===== config.mk =====
export PLATFORM = sky130hd
export DESIGN_NAME = tuner_input_sched
export DESIGN_NICKNAME = d
export VERILOG_FILES = /design/src/rtl/tuner_pkg.sv /design/src/rtl/hold_repeat_timer.sv /design/src/rtl/tuner_input_sched.sv
export SDC_FILE = /design/constraint.sdc
export NUM_CORES = 1
export LEC_CHECK = 0
export CAP_MARGIN = 20
export CORE_MARGIN = 2
export CORE_UTILIZATION = 30
export CTS_CLUSTER_SIZE = 28
export DETAILED_ROUTE_END_ITERATION = 8
export PLACE_DENSITY_LB_ADDON = 0.05
export SYNTH_ARGS = -nofsm -noshare
export SYNTH_HDL_FRONTEND = slang
export SYNTH_SLANG_ARGS = --single-unit

===== constraint.sdc =====
create_clock -name dclk -period 2.77 [get_ports dclk]
set_input_delay 0.554 -clock dclk [delete_from_list [all_inputs] [get_ports dclk]]
set_output_delay 0.554 -clock dclk [all_outputs]
set_load 0.02 [all_outputs]

===== src/rtl/tuner_pkg.sv =====
// Shared definitions for the tuner input scheduler: note/octave widths,
// note encodings, the step FSM state type and a one-hot test.
package tuner_pkg;

  localparam int NOTE_W = 13;
  localparam int OCT_W  = 5;

  // Note index within an octave; X is the extra key at bit 12.
  typedef enum logic [3:0] {
    NOTE_C  = 4'd0,
    NOTE_CS = 4'd1,
    NOTE_D  = 4'd2,
    NOTE_DS = 4'd3,
    NOTE_E  = 4'd4,
    NOTE_F  = 4'd5,
    NOTE_FS = 4'd6,
    NOTE_G  = 4'd7,
    NOTE_GS = 4'd8,
    NOTE_A  = 4'd9,
    NOTE_AS = 4'd10,
    NOTE_B  = 4'd11,
    NOTE_X  = 4'd12
  } note_e;

  // Step-button FSM states.
  typedef enum logic [1:0] {
    ST_IDLE  = 2'd0,
    ST_HOLD  = 2'd1,
    ST_RPT   = 2'd2,
    ST_BLOCK = 2'd3
  } step_state_e;

  // True when exactly one bit is set; narrower vectors are zero-extended.
  function automatic logic is_onehot(input logic [15:0] v);
    return (v != 16'd0) && ((v & (v - 16'd1)) == 16'd0);
  endfunction

endpackage


===== src/rtl/hold_repeat_timer.sv =====
// Loadable down-counter with a zero flag. Load has priority over
// decrement; the counter parks at zero rather than wrapping.
module hold_repeat_timer #(
  parameter int CNT_W = 16
) (
  input  logic             dclk,
  input  logic             rst_n,
  input  logic             load,
  input  logic [CNT_W-1:0] load_val,
  input  logic             dec,
  output logic             zero
);

  logic [CNT_W-1:0] cnt_reg;

  // Count register: reload or step down towards zero.
  always_ff @(posedge dclk or negedge rst_n) begin
    if (!rst_n) begin
      cnt_reg <= '0;
    end else if (load) begin
      cnt_reg <= load_val;
    end else if (dec && (cnt_reg != '0)) begin
      cnt_reg <= cnt_reg - CNT_W'(1);
    end
  end

  assign zero = (cnt_reg == '0);

endmodule


===== src/rtl/tuner_input_sched.sv =====
// Tuner input scheduler: merges step buttons (with hold-to-repeat), the
// key matrix and optional auto-scan into single-cycle, mutually exclusive
// tuner commands. Priority per cycle is key > button > scan.
// Optional feature: define TUNER_SCAN_EN to build the auto-scan path.
module tuner_input_sched
  import tuner_pkg::*;
#(
  parameter int HOLD_CYC   = 50,
  parameter int REPEAT_CYC = 10,
  parameter int SCAN_CYC   = 25,
  parameter int CNT_W      = 16
) (
  input  logic              dclk,
  input  logic              rst_n,
  input  logic              btn_up,
  input  logic              btn_dn,
  input  logic              key_vld,
  input  logic [NOTE_W-1:0] key_note,
  input  logic [OCT_W-1:0]  key_oct,
  input  logic              scan_go,
  output logic              tn_high,
  output logic              tn_low,
  output logic [NOTE_W-1:0] tn_freq,
  output logic [OCT_W-1:0]  tn_h,
  output logic              scan_on,
  output logic              busy
);

  localparam logic [CNT_W-1:0] HOLD_LD = CNT_W'(HOLD_CYC - 1);
  localparam logic [CNT_W-1:0] RPT_LD  = CNT_W'(REPEAT_CYC - 1);

  step_state_e      state_reg, state_next;
  logic             up_sel_reg, up_sel_next;
  logic             up_prev_reg, dn_prev_reg;
  logic             rise_up, rise_dn, any_press;
  logic             key_acc;
  logic             step_fire, step_load, step_dec, step_zero;
  logic [CNT_W-1:0] step_load_val;
  logic             scan_fire, scan_on_next;
  logic             tn_high_next, tn_low_next, busy_next;
  logic [NOTE_W-1:0] tn_freq_next;
  logic [OCT_W-1:0]  tn_h_next;

  assign rise_up   = btn_up & ~up_prev_reg;
  assign rise_dn   = btn_dn & ~dn_prev_reg;
  assign any_press = rise_up | rise_dn;
  assign key_acc   = key_vld
                   & is_onehot({{(16-NOTE_W){1'b0}}, key_note})
                   & is_onehot({{(16-OCT_W){1'b0}}, key_oct});

  // Button history; starts high so a button held through reset is ignored.
  always_ff @(posedge dclk or negedge rst_n) begin
    if (!rst_n) begin
      up_prev_reg <= 1'b1;
      dn_prev_reg <= 1'b1;
    end else begin
      up_prev_reg <= btn_up;
      dn_prev_reg <= btn_dn;
    end
  end

  // Step FSM state and held-button direction.
  always_ff @(posedge dclk or negedge rst_n) begin
    if (!rst_n) begin
      state_reg  <= ST_IDLE;
      up_sel_reg <= 1'b0;
    end else begin
      state_reg  <= state_next;
      up_sel_reg <= up_sel_next;
    end
  end

  // Next-state logic; a due step still fires internally (timer reload,
  // state advance) even when a key masks the pulse this cycle.
  always_comb begin
    state_next    = state_reg;
    up_sel_next   = up_sel_reg;
    step_fire     = 1'b0;
    step_load     = 1'b0;
    step_load_val = HOLD_LD;
    step_dec      = 1'b0;
    case (state_reg)
      ST_IDLE: begin
        if (btn_up && btn_dn) begin
          state_next = ST_BLOCK;
        end else if (rise_up ^ rise_dn) begin
          state_next    = ST_HOLD;
          up_sel_next   = rise_up;
          step_fire     = 1'b1;
          step_load     = 1'b1;
          step_load_val = HOLD_LD;
        end
      end
      ST_HOLD, ST_RPT: begin
        if (btn_up && btn_dn) begin
          state_next = ST_BLOCK;
        end else if (up_sel_reg ? btn_up : btn_dn) begin
          if (step_zero) begin
            state_next    = ST_RPT;
            step_fire     = 1'b1;
            step_load     = 1'b1;
            step_load_val = RPT_LD;
          end else begin
            step_dec = 1'b1;
          end
        end else begin
          state_next = ST_IDLE;
        end
      end
      ST_BLOCK: begin
        if (!btn_up && !btn_dn) begin
          state_next = ST_IDLE;
        end
      end
      default: state_next = ST_IDLE;
    endcase
  end

  hold_repeat_timer #(.CNT_W(CNT_W)) u_step_timer (
    .dclk     (dclk),
    .rst_n    (rst_n),
    .load     (step_load),
    .load_val (step_load_val),
    .dec      (step_dec),
    .zero     (step_zero)
  );

`ifdef TUNER_SCAN_EN
  logic scan_zero, scan_due, scan_load, scan_dec;

  assign scan_due  = scan_on & scan_zero;
  assign scan_fire = scan_due & scan_on_next & (state_reg == ST_IDLE) & ~key_acc;
  assign scan_load = (scan_on_next & ~scan_on) | scan_due;
  assign scan_dec  = scan_on & ~scan_zero;

  // Scan enable: user input stops scan, scan_go toggles it otherwise.
  always_comb begin
    scan_on_next = scan_on;
    if (key_acc || any_press) begin
      scan_on_next = 1'b0;
    end else if (scan_go) begin
      scan_on_next = ~scan_on;
    end
  end

  hold_repeat_timer #(.CNT_W(CNT_W)) u_scan_timer (
    .dclk     (dclk),
    .rst_n    (rst_n),
    .load     (scan_load),
    .load_val (CNT_W'(SCAN_CYC - 1)),
    .dec      (scan_dec),
    .zero     (scan_zero)
  );
`else
  logic unused_scan;

  assign unused_scan  = scan_go ^ (SCAN_CYC != 0);
  assign scan_fire    = 1'b0;
  assign scan_on_next = 1'b0;
`endif

  // Output decode: key masks step pulses; scan only fires when idle.
  always_comb begin
    tn_high_next = (step_fire & ~key_acc & up_sel_next) | scan_fire;
    tn_low_next  = step_fire & ~key_acc & ~up_sel_next;
    tn_freq_next = key_acc ? key_note : '0;
    tn_h_next    = key_acc ? key_oct : '0;
    busy_next    = (state_next != ST_IDLE);
  end

  // Output registers.
  always_ff @(posedge dclk or negedge rst_n) begin
    if (!rst_n) begin
      tn_high <= 1'b0;
      tn_low  <= 1'b0;
      tn_freq <= '0;
      tn_h    <= '0;
      scan_on <= 1'b0;
      busy    <= 1'b0;
    end else begin
      tn_high <= tn_high_next;
      tn_low  <= tn_low_next;
      tn_freq <= tn_freq_next;
      tn_h    <= tn_h_next;
      scan_on <= scan_on_next;
      busy    <= busy_next;
    end
  end

endmodule

==> out/metrics.cfg <==
[sta]
fin_crit_ps = 2310
fin_ws_ps = 459.6
rsz0062_at_grt = no
max_freq_mhz = 432.8
hold_viol = 0
skew_ps = 8.495
drv_slew = 0
holdWs_ps = 193.4
fin_tns_setup_ps = 0
setup_viol = 0
period_share = 0.8341

[setup_path]
critPathMaxFanout = 19
endpoint_kind = flop
required_ps = 3000
critPathLaunchType = input port
cp_data_arrival_time_ps = 2550
crit_type = in -> reg

[layout]
fillers = 710
area_delta_synth_final_pct = 31.37
largest_reg_flops = 16
drive_gt1_frac = 0.1192
final_nets = 287
n_antenna_cell = 0

[power_and_ir_drop]
comb_power_share = 0.326
p_leak_nw = 1.181
p_sw_mw = 0.6037
power_mw = 1.773
p_int_mw = 1.169
clockPowerShare = 0.235
pwr-share-seq = 0.438
p_sw_frac = 0.3405
peakVddDrop_mv = 0.1697
p_per_area_nw_per_um2 = 633.7

[synthesis]
syn_inst = 206
ys_types = 55
syn-cell-area_um2 = 2130
yosys_register_bits = 42
synth_top_flop_cell = dfrtp_1
synth_async_sr_flop_share = 1.000
syn_avg_cell_area_um2 = 10.34
synth_edf_count = 0
ys_warn_count = 0
synth_nets = 234
yosysSeqAreaShare = 0.4947

[global_routing]
grt.total_usage = 0.1361
grt_max_degree = 24
grt_pass1_wl_um = 8155
grt_pass1_vias = 1733
antenna_found_initial = 0
grt-ovfl-total = 0

[status]
outcome = finished, final reports clean

[floorplanning]
die_w_um = 88.25
rows = 30
die_area_um2 = 7788
die_h_um = 88.25
ios = 46
core_um2 = 6832
start_util = 0.3117

[cts]
clk_latency_ps = 300
cts_resized = 0
cts_sinks = 42
numCtsBuffers = 5
cts_tree = yes
cts_buffer_depth = 2
cts-root-buf = clkbuf_8
path_clk_slew_ps = 80
cts_max_level = 2
hold_buffers = 0
cts_setup_buffers = 0

[routing]
drtIter0Drc = 83
viasPerCell = 4.775
dr.pass1.iters = 4
ant_nets = 0
wl_um = 4713
post-route-drc-count = 0
vias = 1700
wl_per_cell_um = 13.24

[hold_path]
hold_class = in -> async

[place]
port-buffer-count = 43
hpwlAfterDp_um = 3495
place_ws_ps = 162.0
gp_congestion = 0.8214

[flow_run]
maxCapViolations = 0

worst paths after layout:
check | from | end | slack, ps | cells after the start
setup / recovery | key_note[10] | tn_freq[3]$_DFF_PN0_ | 460 | 6
hold / removal | rst_n | u_step_timer.cnt_reg[14]$_DFFE_PN0P_ | 190 | 1
setup reg to reg | u_step_timer.cnt_reg[0]$_DFFE_PN0P_ | tn_low$_DFF_PN0_ | 660 | 8
hold reg to reg | u_step_timer.cnt_reg[15]$_DFFE_PN0P_ | u_step_timer.cnt_reg[15]$_DFFE_PN0P_ | 550 | 2
max in group asynchronous | rst_n | u_step_timer.cnt_reg[0]$_DFFE_PN0P_ | 1900 | 2
min in group dclk | u_step_timer.cnt_reg[15]$_DFFE_PN0P_ | u_step_timer.cnt_reg[15]$_DFFE_PN0P_ | 550 | 2
cells in the mapped netlist (all sizes together), types with 2 or more instances:
master / instances / area [µm²]
buf: 7 / 46.29
a221oi: 2 / 17.52
o31ai: 2 / 20.02
nor2: 21 / 81.33
xor2: 3 / 26.28
o21ai: 10 / 50.04
dfstp: 2 / 52.55
nor2b: 4 / 25.02
a22o: 2 / 17.52
nand2: 5 / 18.77
nor4: 10 / 83.83
nand3: 3 / 15.01
nor3: 8 / 40.04
o2111ai: 3 / 26.28
xnor2: 11 / 96.34
nor3b: 7 / 57.55
a22oi: 2 / 15.01
dfrtp: 40 / 1001
and2: 17 / 106.4
a21oi: 8 / 40.04
or3: 2 / 17.52
nand4: 3 / 18.77
inv: 8 / 30.03
ha: 4 / 50.05
per-stage QoR:
| stage | util | cell area, µm² | cells |
|---|---|---|---|
| finish | 0.4095 | 2798 | 356 |
| global placement | 0.3962 | 2706 | 348 |
| detailed placement | 0.3962 | 2706 | 348 |
| floorplan | - | 2130 | 206 |
| CTS | 0.4095 | 2798 | 356 |
| global route | 0.4095 | 2798 | 356 |
power groups by stage:
stage / logic, mW / clock network (mW) / registers, mW
4_1_cts: 0.585 / 0.439 / 0.778
2_1_floorplan: 0.387 / 0 / 0.786
5_1_grt: 0.643 / 0.464 / 0.791
3_5_place_dp: 0.581 / 0 / 0.790
3_3_place_gp: 0.578 / 0 / 0.789
6_report: 0.579 / 0.417 / 0.777
critical path, cell delays in order:
cell             delay (ps)
clkdlybuf4s50_1         470
a222oi_1                400
o21ai_0                 150
nor4_1                  340
o2111a_2                450
and2_1                  180
layout by cell type (no fill, tap or decap), types with 3 or more instances in the layout:
| cell | instances |
|---|---|
| a21oi_1 | 8 |
| and2_1 | 17 |
| buf_4 | 11 |
| clkbuf_8 | 6 |
| clkdlybuf4s50_1 | 42 |
| dfrtp_1 | 40 |
| ha_1 | 4 |
| inv_1 | 8 |
| nand2_1 | 5 |
| nand3_1 | 3 |
| nand4_1 | 3 |
| nor2_1 | 20 |
| nor2b_1 | 4 |
| nor3_1 | 8 |
| nor3b_1 | 6 |
| nor4_1 | 8 |
| o2111ai_1 | 3 |
| o21ai_0 | 9 |
| xnor2_1 | 11 |
| xor2_1 | 3 |
routing by layer:
| layer | up-vias | global-route usage | part of all wire |
|---|---|---|---|
| met5 | - | 0 | 0 |
| met4 | 0 | 0.04959 | 0.017 |
| met3 | 7 | 0.05131 | 0.067 |
| met2 | 44 | 0.2064 | 0.45 |
| met1 | 804 | 0.1783 | 0.46 |
| li1 | 845 | - | - |
layout make-up:
cell class,count,area (µm²),share of cell area
clock inverters,1,5.005,0.001789
inverters,8,30.03,0.01073
flip-flops and latches,42,1054,0.3766
well taps,96,120.1,0.04293
repair buffers,54,508.0,0.1816
multi-input cells,148,994.7,0.3555
clock buffers,7,86.33,0.03086
logic make-up (layout without fill, tap and decap cells):
logic type,count (synthesis),after routing,synth area share
xor gates and xnor gates,14,14,0.05758
buffers and inverters,16,70,0.03819
adders and majority gates,4,4,0.02350
muxes,1,1,0.004701
other,1,1,0.001761
AOI/OAI and AO/OA,39,39,0.1275
DFF,42,42,0.4947
and+or+nand+nor,89,89,0.2521
(Power assumes the default switching activity.)
